$ cat src/rtl/mips_pkg.sv
// rtl/mips_pkg.sv - shared opcode constants, mux-select enums and control state encoding
package mips_pkg;

    localparam logic [5:0] OP_RTYPE = 6'h00;
    localparam logic [5:0] OP_ADDI  = 6'h08;
    localparam logic [5:0] OP_LW    = 6'h23;
    localparam logic [5:0] OP_SW    = 6'h2B;
    localparam logic [5:0] OP_BEQ   = 6'h04;
    localparam logic [5:0] OP_J     = 6'h02;

    typedef enum logic [1:0] {
        ALU_ADD   = 2'b00,
        ALU_SUB   = 2'b01,
        ALU_FUNCT = 2'b10
    } alu_op_t;

    typedef enum logic [1:0] {
        SRCB_REG    = 2'b00,
        SRCB_FOUR   = 2'b01,
        SRCB_IMM    = 2'b10,
        SRCB_IMM_SH = 2'b11
    } alu_src_b_t;

    typedef enum logic [1:0] {
        PCSRC_ALU    = 2'b00,
        PCSRC_ALUOUT = 2'b01,
        PCSRC_JUMP   = 2'b10
    } pc_src_t;

    typedef enum logic [3:0] {
        FETCH, DECODE, MEMADR, MEMRD, MEMWB, MEMWR,
        RTYPE_EX, ALU_WB, ADDI_EX, BEQ, JUMP, ERROR
    } ctrl_state_t;

endpackage

$ cat src/rtl/mips_mc_control.sv
// rtl/mips_mc_control.sv - multicycle MIPS main control FSM driving datapath enables and selects
module mips_mc_control
    import mips_pkg::*;
#(
    parameter int OPW = 6
) (
    input  logic           clk,
    input  logic           rst,
    input  logic [OPW-1:0] opcode,
    input  logic           zero,
    input  logic           mem_ready,
    output logic           pc_en,
    output logic           pc_write,
    output logic           branch,
    output logic           i_or_d,
    output logic           mem_read,
    output logic           mem_write,
    output logic           ir_write,
    output logic           reg_dst,
    output logic           mem_to_reg,
    output logic           reg_write,
    output logic           alu_src_a,
    output logic [1:0]     alu_src_b,
    output logic [1:0]     alu_op,
    output logic [1:0]     pc_src,
    output logic           err
);

    ctrl_state_t state_q, state_d;
    logic        reg_dst_q;
    logic [5:0]  op6;
    alu_src_b_t  src_b_c;
    alu_op_t     alu_op_c;
    pc_src_t     pc_src_c;

    assign op6 = 6'(opcode);

    always_ff @(posedge clk) begin
        if (rst) begin
            state_q   <= FETCH;
            reg_dst_q <= 1'b0;
        end else begin
            state_q <= state_d;
            if (state_q == RTYPE_EX)
                reg_dst_q <= 1'b1;
            else if (state_q == ADDI_EX)
                reg_dst_q <= 1'b0;
        end
    end

    always_comb begin
        state_d    = state_q;
        pc_write   = 1'b0;
        branch     = 1'b0;
        i_or_d     = 1'b0;
        mem_read   = 1'b0;
        mem_write  = 1'b0;
        ir_write   = 1'b0;
        reg_dst    = 1'b0;
        mem_to_reg = 1'b0;
        reg_write  = 1'b0;
        alu_src_a  = 1'b0;
        src_b_c    = SRCB_REG;
        alu_op_c   = ALU_ADD;
        pc_src_c   = PCSRC_ALU;
        err        = 1'b0;

        case (state_q)
            FETCH: begin
                mem_read = 1'b1;
                src_b_c  = SRCB_FOUR;
                if (mem_ready) begin
                    ir_write = 1'b1;
                    pc_write = 1'b1;
                    state_d  = DECODE;
                end
            end
            DECODE: begin
                src_b_c = SRCB_IMM_SH;
                case (op6)
                    OP_LW, OP_SW: state_d = MEMADR;
                    OP_RTYPE:     state_d = RTYPE_EX;
                    OP_ADDI:      state_d = ADDI_EX;
                    OP_BEQ:       state_d = BEQ;
                    OP_J:         state_d = JUMP;
                    default:      state_d = ERROR;
                endcase
            end
            MEMADR: begin
                alu_src_a = 1'b1;
                src_b_c   = SRCB_IMM;
                state_d   = (op6 == OP_SW) ? MEMWR : MEMRD;
            end
            MEMRD: begin
                mem_read = 1'b1;
                i_or_d   = 1'b1;
                if (mem_ready)
                    state_d = MEMWB;
            end
            MEMWB: begin
                reg_write  = 1'b1;
                mem_to_reg = 1'b1;
                state_d    = FETCH;
            end
            MEMWR: begin
                mem_write = 1'b1;
                i_or_d    = 1'b1;
                if (mem_ready)
                    state_d = FETCH;
            end
            RTYPE_EX: begin
                alu_src_a = 1'b1;
                src_b_c   = SRCB_REG;
                alu_op_c  = ALU_FUNCT;
                state_d   = ALU_WB;
            end
            ADDI_EX: begin
                alu_src_a = 1'b1;
                src_b_c   = SRCB_IMM;
                state_d   = ALU_WB;
            end
            ALU_WB: begin
                reg_write = 1'b1;
                reg_dst   = reg_dst_q;
                state_d   = FETCH;
            end
            BEQ: begin
                alu_src_a = 1'b1;
                src_b_c   = SRCB_REG;
                alu_op_c  = ALU_SUB;
                branch    = 1'b1;
                pc_src_c  = PCSRC_ALUOUT;
                state_d   = FETCH;
            end
            JUMP: begin
                pc_write = 1'b1;
                pc_src_c = PCSRC_JUMP;
                state_d  = FETCH;
            end
            ERROR: begin
                err = 1'b1;
            end
            default: state_d = ERROR;
        endcase

        // Reset blanks every strobe in the same cycle so no partial write escapes.
        if (rst) begin
            pc_write   = 1'b0;
            branch     = 1'b0;
            i_or_d     = 1'b0;
            mem_read   = 1'b0;
            mem_write  = 1'b0;
            ir_write   = 1'b0;
            reg_dst    = 1'b0;
            mem_to_reg = 1'b0;
            reg_write  = 1'b0;
            alu_src_a  = 1'b0;
            src_b_c    = SRCB_REG;
            alu_op_c   = ALU_ADD;
            pc_src_c   = PCSRC_ALU;
            err        = 1'b0;
        end
    end

    assign alu_src_b = src_b_c;
    assign alu_op    = alu_op_c;
    assign pc_src    = pc_src_c;
    assign pc_en     = pc_write | (branch & zero);

endmodule

$ cat config.mk
export PLATFORM = sky130hd
export DESIGN_NAME = mips_mc_control
export DESIGN_NICKNAME = d
export VERILOG_FILES = /design/src/rtl/mips_pkg.sv /design/src/rtl/mips_mc_control.sv
export SDC_FILE = /design/constraint.sdc
export NUM_CORES = 1
export LEC_CHECK = 0
export CAP_MARGIN = 20
export CORE_ASPECT_RATIO = 0.75
export CORE_MARGIN = 2
export CORE_UTILIZATION = 39
export CTS_CLUSTER_DIAMETER = 150
export DETAILED_ROUTE_END_ITERATION = 16
export GPL_ROUTABILITY_DRIVEN = 1
export PLACE_DENSITY = 0.83
export SYNTH_ARGS = -nofsm -noshare
export SYNTH_HDL_FRONTEND = slang
export SYNTH_SLANG_ARGS = --single-unit
$ cat constraint.sdc
create_clock -name clk -period 1.43 [get_ports clk]
set_input_delay 0.429 -clock clk [delete_from_list [all_inputs] [get_ports clk]]
set_output_delay 0.429 -clock clk [all_outputs]
set_load 0.1 [all_outputs]
==> results of run 1 <==
==> cells by family after synthesis <==
group                  synth area share (%)
flip-flops                             13.7
buffers and inverters                  13.7
XOR/XNOR                               6.18
AO/OA/AOI/OAI                          27.1
AND/OR/NAND/NOR                        39.3
==> Yosys cell counts (4+ instances only) <==
library cell / n
nand2b_1: 5
inv_1: 4
nand2_1: 9
nor4_1: 5
nor2_1: 15
dfxtp_1: 5
nand3_1: 4
o21ai_1: 4
a21oi_1: 5
==> per-stage QoR <==
step	setup slack (ps)	area (µm²)	setup TNS, ps	util (%)
detailed placement	-782	1680	-14150	96.5
floorplan	-1120	965	-10250	-
global placement	-711	1680	-12760	96.5
==> metrics.txt, run 1 <==
Root Buffer clkbuf_4; # hold bufs at CTS 0; # clock sinks 5; top cells by area, synth dfxtp_1 14%, nor2_1 7.7%, nand2_1 4.6%; IO Pins 28; synthesized cell area 729 µm²; placed insts 187; Post-CTS Setup Inserts 14; Die W 53.9 µm; TritonCTS buffer count 3; status did not finish; port buffer count 27; Yosys top cell by area dfxtp_1; async set-reset flop share out of synthesis 0%; clock tree buffer depth 2; placer's final routability congestion estimate 0.992; Syn Inst Count 100; Seq/Total Area, Yosys 13.7%; mean post-synth cell area 7.29 µm²; H-tree depth 1; Synth Warn # 0; syn nets 110; Final HPWL DP 3080 µm; Initial Utilization 41.9%; Core Rows 13; Last stage clock tree synthesis (4_1_cts); Primary FF master, synth dfxtp_1; Synth top area share 13.7%; Die Ht 41.5 µm; post-cts sizing count 55; error msg [ERROR DPL-0038] Utilization greater than 100%, impossible to legalize; Post-synth EDFFs 0; flop and latch count out of synthesis 5; Unique masters post-synth 38
==> run 2, diff against run 1 <==
- CORE_AREA: default -> 2 2 63 65
- CORE_ASPECT_RATIO: 0.75 -> default
- CORE_MARGIN: 2 -> default
- CORE_UTILIZATION: 39 -> default
- CTS_CLUSTER_DIAMETER: 150 -> default
- DIE_AREA: default -> 0 0 65 67
- PLACE_DENSITY: 0.83 -> default
- PLACE_DENSITY_LB_ADDON: default -> 0.15
- clock period: 1.43 -> 1.9 ns (I/O delays scaled with it)
==> metrics.txt, run 2 <==
CORE AREA 0.00361 mm²; Most flops, register state_q; number of diodes 0; Largest regs state_q (4), reg_dst_q (1); VDD IR max 0.00105 V; final setup fails 16; worst-path fanout max 3; most frequent cells in the layout 36 x buf_4, 19 x buf_12; Final HPWL DP 2210 µm (-28%); Post-synth top cells 15 x nor2_1, 9 x nand2_1; FF-to-FF End state_q[2]; DRT antenna net count 0; HP Start reg_dst_q; Worst Setup SP state_q[1]; Post-synth EDFFs 0 (unchanged); share of layout cells above drive strength 1 65.1%; total track usage 13.4%; RSZ-0062 raised after global routing yes; H-tree depth 1 (unchanged); top-count cell post-synth nor2_1; f_max 0.492 GHz; drt total wl 2760 µm; vias per inst 4.63; Seq/Total Area, Yosys 13.7% (unchanged); DRC Markers 0; slowest CP cell dfxtp_2; # clock sinks 5 (unchanged); Tcrit/Tclk final 107%; commonest non-fill, non-tap cell in the layout buf_4; reg2reg path depth 6; clock tree buffer depth 2 (unchanged); Leakage 0.714 nW; Die Ht 67 µm (+62%); CTS tree built; crit path launch type register; Hold Path Stages 2; Setup CP Type reg -> out; Initial Utilization 20.2% (-22 points); largest net degree at the start of global routing 12; setup slack after layout -131 ps; Worst Hold Slack 465 ps; Syn Inst Count 100 (unchanged); Slew HR 81.5%; Unique masters post-synth 38 (unchanged); Max-Cap Viols 0; Final Slew Violations 0; synthesized cell area 729 µm² (unchanged); fin crit period 2030 ps; Root Buffer clkbuf_8; Util after Layout 50.2%; Fillers 354; Pwr per Cell Area 1440 mW/mm²; WP data required 1330 ps; TritonCTS buffer count 3 (unchanged); Primary FF master, synth dfxtp_1; R2R setup slack 360 ps; first-pass GRT wire length 4530 µm; syn nets 110 (unchanged); CP Cell Sequence buf_6 -> nand2b_4 -> o21ai_2 -> nor4b_4 -> buf_4 -> buf_12; clock latency on the worst-skew pair 220 ps; Worst path max stage delay 320 ps; # hold bufs at CTS 0 (unchanged); async set-reset flop share out of synthesis 0% (unchanged); area grow syn2layout 148%; Worst EP arrival 1460 ps; Synth top area share 13.7% (unchanged); Layout Skew 2.15 ps; Die W 65 µm (+21%); Final TNS setup -1070 ps; initial antenna violation count 0; IO Pins 28 (unchanged); Setup crit end kind output port; status complete, but fails checks; Tightest Pin Transition 277 ps; flop and latch count out of synthesis 5 (unchanged); Starting DRT DRC Count 19; overall power 0.00261 W; post-layout net count 177; Synth Warn # 0 (unchanged); mean post-synth cell area 7.29 µm² (unchanged); gr ovfl total 0; top cells by area, synth dfxtp_1 14%, nor2_1 7.7%, nand2_1 4.6%; failing checks negative setup slack; Hold Violations, Final 0; DR pass1 iterations 4; port buffer count 27 (unchanged); Yosys top cell by area dfxtp_1; detailed-route via count 991; clock slew at reported path FFs 40 ps; Core Rows 22 (+9); Die ar. 0.00436 mm²; vias in the first global route 1015; WL per Instance 12.9 µm; number of flip-flops in the largest register 4; Hold Path Class reg -> reg; placer's final routability congestion estimate 0.854 (-14%); Reg-to-Reg Start state_q[3]; Hold Path Sink reg_dst_q
-- run 2: repair_timing --
action / in CTS / in global routing
buffers inserted: 6 / 1
setup endpoints to repair: 18 / 19
cloned: 0 / 0
pin swaps: 14 / 5
gates resized for setup: 34 / 4
-- run 2: area by class of cell --
cell class,count,area [µm²],share of cell area (%)
clock buffers,4,45.0,2.49
inverters,4,18.8,1.04
multi-input cells,81,746,41.2
flip-flops and latches,5,108,5.94
well taps,48,60.1,3.31
repair buffers,72,835,46.1
-- run 2: worst max path at each step --
stage,slack (ps),depth (start not counted),endpoint
final,-130,6,pc_write
after global routing,-230,6,pc_write
after CTS,-140,6,pc_write
after detailed placement,-560,6,mem_to_reg
after global placement,-560,6,mem_to_reg
after floorplan,-860,3,pc_src[0]
-- run 2: kinds of logic (layout without fill, tap and decap cells) --
group / count (synthesis) / after routing / share of synthesized area (%)
AND/OR/NAND/NOR: 51 / 51 / 39.3
AO/OA/AOI/OAI: 27 / 27 / 27.1
buffers and inverters: 14 / 80 / 13.7
flip-flops: 5 / 5 / 13.7
XOR/XNOR: 3 / 3 / 6.18
-- run 2: metal layers --
layer	part of all wire (%)	wire, µm	track usage (%)	vias up
met3	4.7	129	3.89	2
met5	0	0	0	-
li1	-	-	-	496
met1	41	1130	15.0	466
met2	53	1470	24.9	27
met4	0.83	23	2.66	0
-- run 2: worst max-delay path, delay by kind of cell, from the launching register on --
family / cells / cell delay, ps
compound gates: 1 / 100
flops: 1 / 320
buf+inv: 3 / 440
simple gates: 2 / 370
-- run 2: per-stage QoR --
| step | setup slack [ps] | instance area, µm² | std cells |
|---|---|---|---|
| final | -131 | 1810 | 214 |
| after detailed placement | -562 | 1620 | 204 |
| after CTS | -144 | 1790 | 214 |
| after global routing | -233 | 1810 | 214 |
| after floorplan | -864 | 937 | 100 |
| after global placement | -560 | 1620 | 204 |
-- run 2: power breakdown --
part / leakage (nW) / switching [W] / internal [W] / total, W
clock network: 0.0228 / 0.0000503 / 0.000144 / 0.000194
logic: 0.648 / 0.00127 / 0.000949 / 0.00222
registers: 0.0427 / 0.0000445 / 0.000150 / 0.000194
total: 0.714 / 0.00137 / 0.00124 / 0.00261
Power figures use the tool's default switching activity.
==> run 3, diff against run 2 <==
- CTS_BUF_LIST: default -> sky130_fd_sc_hd__clkbuf_4
- GPL_TIMING_DRIVEN: default -> 0
==> metrics.txt, run 3 (synthesis results as in run 2) <==
Layout Skew 3.00 ps (+0.849 ps); area grow syn2layout 158%; Most flops, register state_q; Starting DRT DRC Count 38 (+19); Die W 65 µm (unchanged); DR pass1 iterations 4 (unchanged); Root Buffer clkbuf_4; clock tree buffer depth 2 (unchanged); CP Depth 6 (unchanged); final setup fails 18 (+2); Worst EP arrival 1590 ps (+130 ps); share of layout cells above drive strength 1 66.5% (+1.4 points); fin crit period 2160 ps (+133 ps); Initial Utilization 20.2% (unchanged); f_max 0.462 GHz (-6.2%); reg2reg path depth 7 (+1); commonest non-fill, non-tap cell in the layout buf_4; failing checks negative setup slack; Worst path max stage delay 320 ps (about the same); vias in the first global route 1095 (+7.9%); WP data required 1330 ps (about the same); placer's final routability congestion estimate 0.906 (+6.0%); Fillers 316 (-11%); CTS tree built; Tcrit/Tclk final 114% (+7.0 points); slowest CP cell dfxtp_2; Max-Cap Viols 0 (unchanged); WL per Instance 14.5 µm (+12%); post-layout net count 178 (+0.56%); most frequent cells in the layout 31 x buf_4, 17 x buf_12, 13 x buf_6; port buffer count 27 (unchanged); IO Pins 28 (unchanged); Leakage 0.727 nW (+1.8%); Crit path top cell by count buf_6; Pwr per Cell Area 1530 mW/mm² (+5.9%); setup slack after layout -264 ps (-133 ps); worst-path fanout max 6 (+3); Die Ht 67 µm (unchanged); VDD IR max 0.000666 V (-37%); Die ar. 0.00436 mm² (unchanged); number of flip-flops in the largest register 4 (unchanged); status complete, but fails checks; RSZ-0062 raised after global routing yes; clock slew at reported path FFs 40 ps (about the same); CP top delay family buffers and inverters; number of diodes 0 (unchanged); DRC Markers 0 (unchanged); Slew HR 81.4% (-0.11 points); Final HPWL DP 1870 µm (-15%); Largest regs state_q (4), reg_dst_q (1); FF-to-FF End state_q[2]; Worst Hold Slack 477 ps (+11.8 ps); # clock sinks 5 (unchanged); first-pass GRT wire length 5180 µm (+14%); Worst Setup SP state_q[0]; Tightest Pin Transition 278 ps (+0.525 ps); TritonCTS buffer count 3 (unchanged); vias per inst 4.77 (+2.9%); largest net degree at the start of global routing 9 (-3); Setup CP Type reg -> out; drt total wl 3120 µm (+13%); Worst Path Buf+Inv 3 (unchanged); Hold Path Class reg -> reg; Core Rows 22 (unchanged); R2R setup slack 400 ps (+40 ps); crit path launch type register; initial antenna violation count 0 (unchanged); detailed-route via count 1025 (+3.4%); Hold Violations, Final 0 (unchanged); Final Slew Violations 0 (unchanged); DRT antenna net count 0 (unchanged); clock latency on the worst-skew pair 240 ps (+20 ps); CP Cell Sequence buf_6 -> buf_12 -> xor2_4 -> nand2b_1 -> a211oi_2 -> buf_6; Final TNS setup -2250 ps (-1180 ps); Reg-to-Reg Start state_q[1]; gr ovfl total 0 (unchanged); CORE AREA 0.00361 mm² (unchanged); H-tree depth 1 (unchanged); crit path to alu_src_b[1]; Setup crit end kind output port; total track usage 15.3% (+1.9 points)
[run 3: cell count changes in the layout (fill, tap and decap cells not counted), sizes merged]
cell and delta:
clkbuf +1
[run 3: tightest hold or removal path: stages (launching register included)]
cell	delay [ps]
dfxtp_1	320
nand2_1	60
a21oi_1	50
[run 3: metal layers]
layer / vias to the layer above / part of all wire, % / global-route usage (%)
li1: 501 / - / -
met3: 4 / 4.8 / 2.36
met4: 0 / 1.9 / 4.52
met2: 39 / 53 / 28.5
met1: 481 / 40 / 17.9
met5: - / 0 / 0
[run 3: power by group]
part / internal (W) / total [W] / switching [W]
Clock: 0.0000936 / 0.000137 / 0.0000434
Combinational: 0.00113 / 0.00251 / 0.00138
Sequential: 0.000153 / 0.000224 / 0.0000713
Total: 0.00138 / 0.00288 / 0.00150
[run 3: worst min-delay path by stage]
stage / endpoint / depth (start not counted) / from / slack, ps
after floorplan: reg_dst_q / 2 / reg_dst_q / 440
after global placement: reg_dst_q / 2 / reg_dst_q / 460
after detailed placement: reg_dst_q / 2 / reg_dst_q / 460
after CTS: reg_dst_q / 2 / reg_dst_q / 480
after global routing: reg_dst_q / 2 / reg_dst_q / 510
final: reg_dst_q / 2 / reg_dst_q / 480
[run 3: through the flow]
step           std cells  util (%)  instance area (µm²)  total power [W]  worst slack, ps
6_report             215      52.2                 1880          0.00288             -264
5_1_grt              215      52.2                 1880          0.00301             -313
2_1_floorplan        100         -                  937          0.00159             -864
4_1_cts              210      50.1                 1810          0.00276             -234
3_5_place_dp         175      35.1                 1270          0.00191            -1710
3_3_place_gp         175      35.1                 1270          0.00192            -1710
[run 3: what timing repair did]
action / CTS / global route
gates cloned: 1 / 0
pin swaps: 10 / 8
gates resized for setup: 194 / 13
hold buffers: 0 / 0
setup buffers: 30 / 9
setup endpoints to repair: 18 / 19
[run 3: area by class of cell]
cell class / count / area, µm² / area share (%)
buffer: 8 / 138 / 7.31
tap: 48 / 60.1 / 3.19
timing repair buffer: 65 / 749 / 39.8
sequential: 5 / 110 / 5.85
clock buffer: 4 / 30.0 / 1.59
inverter: 4 / 21.3 / 1.13
multi-input combinational: 81 / 774 / 41.1
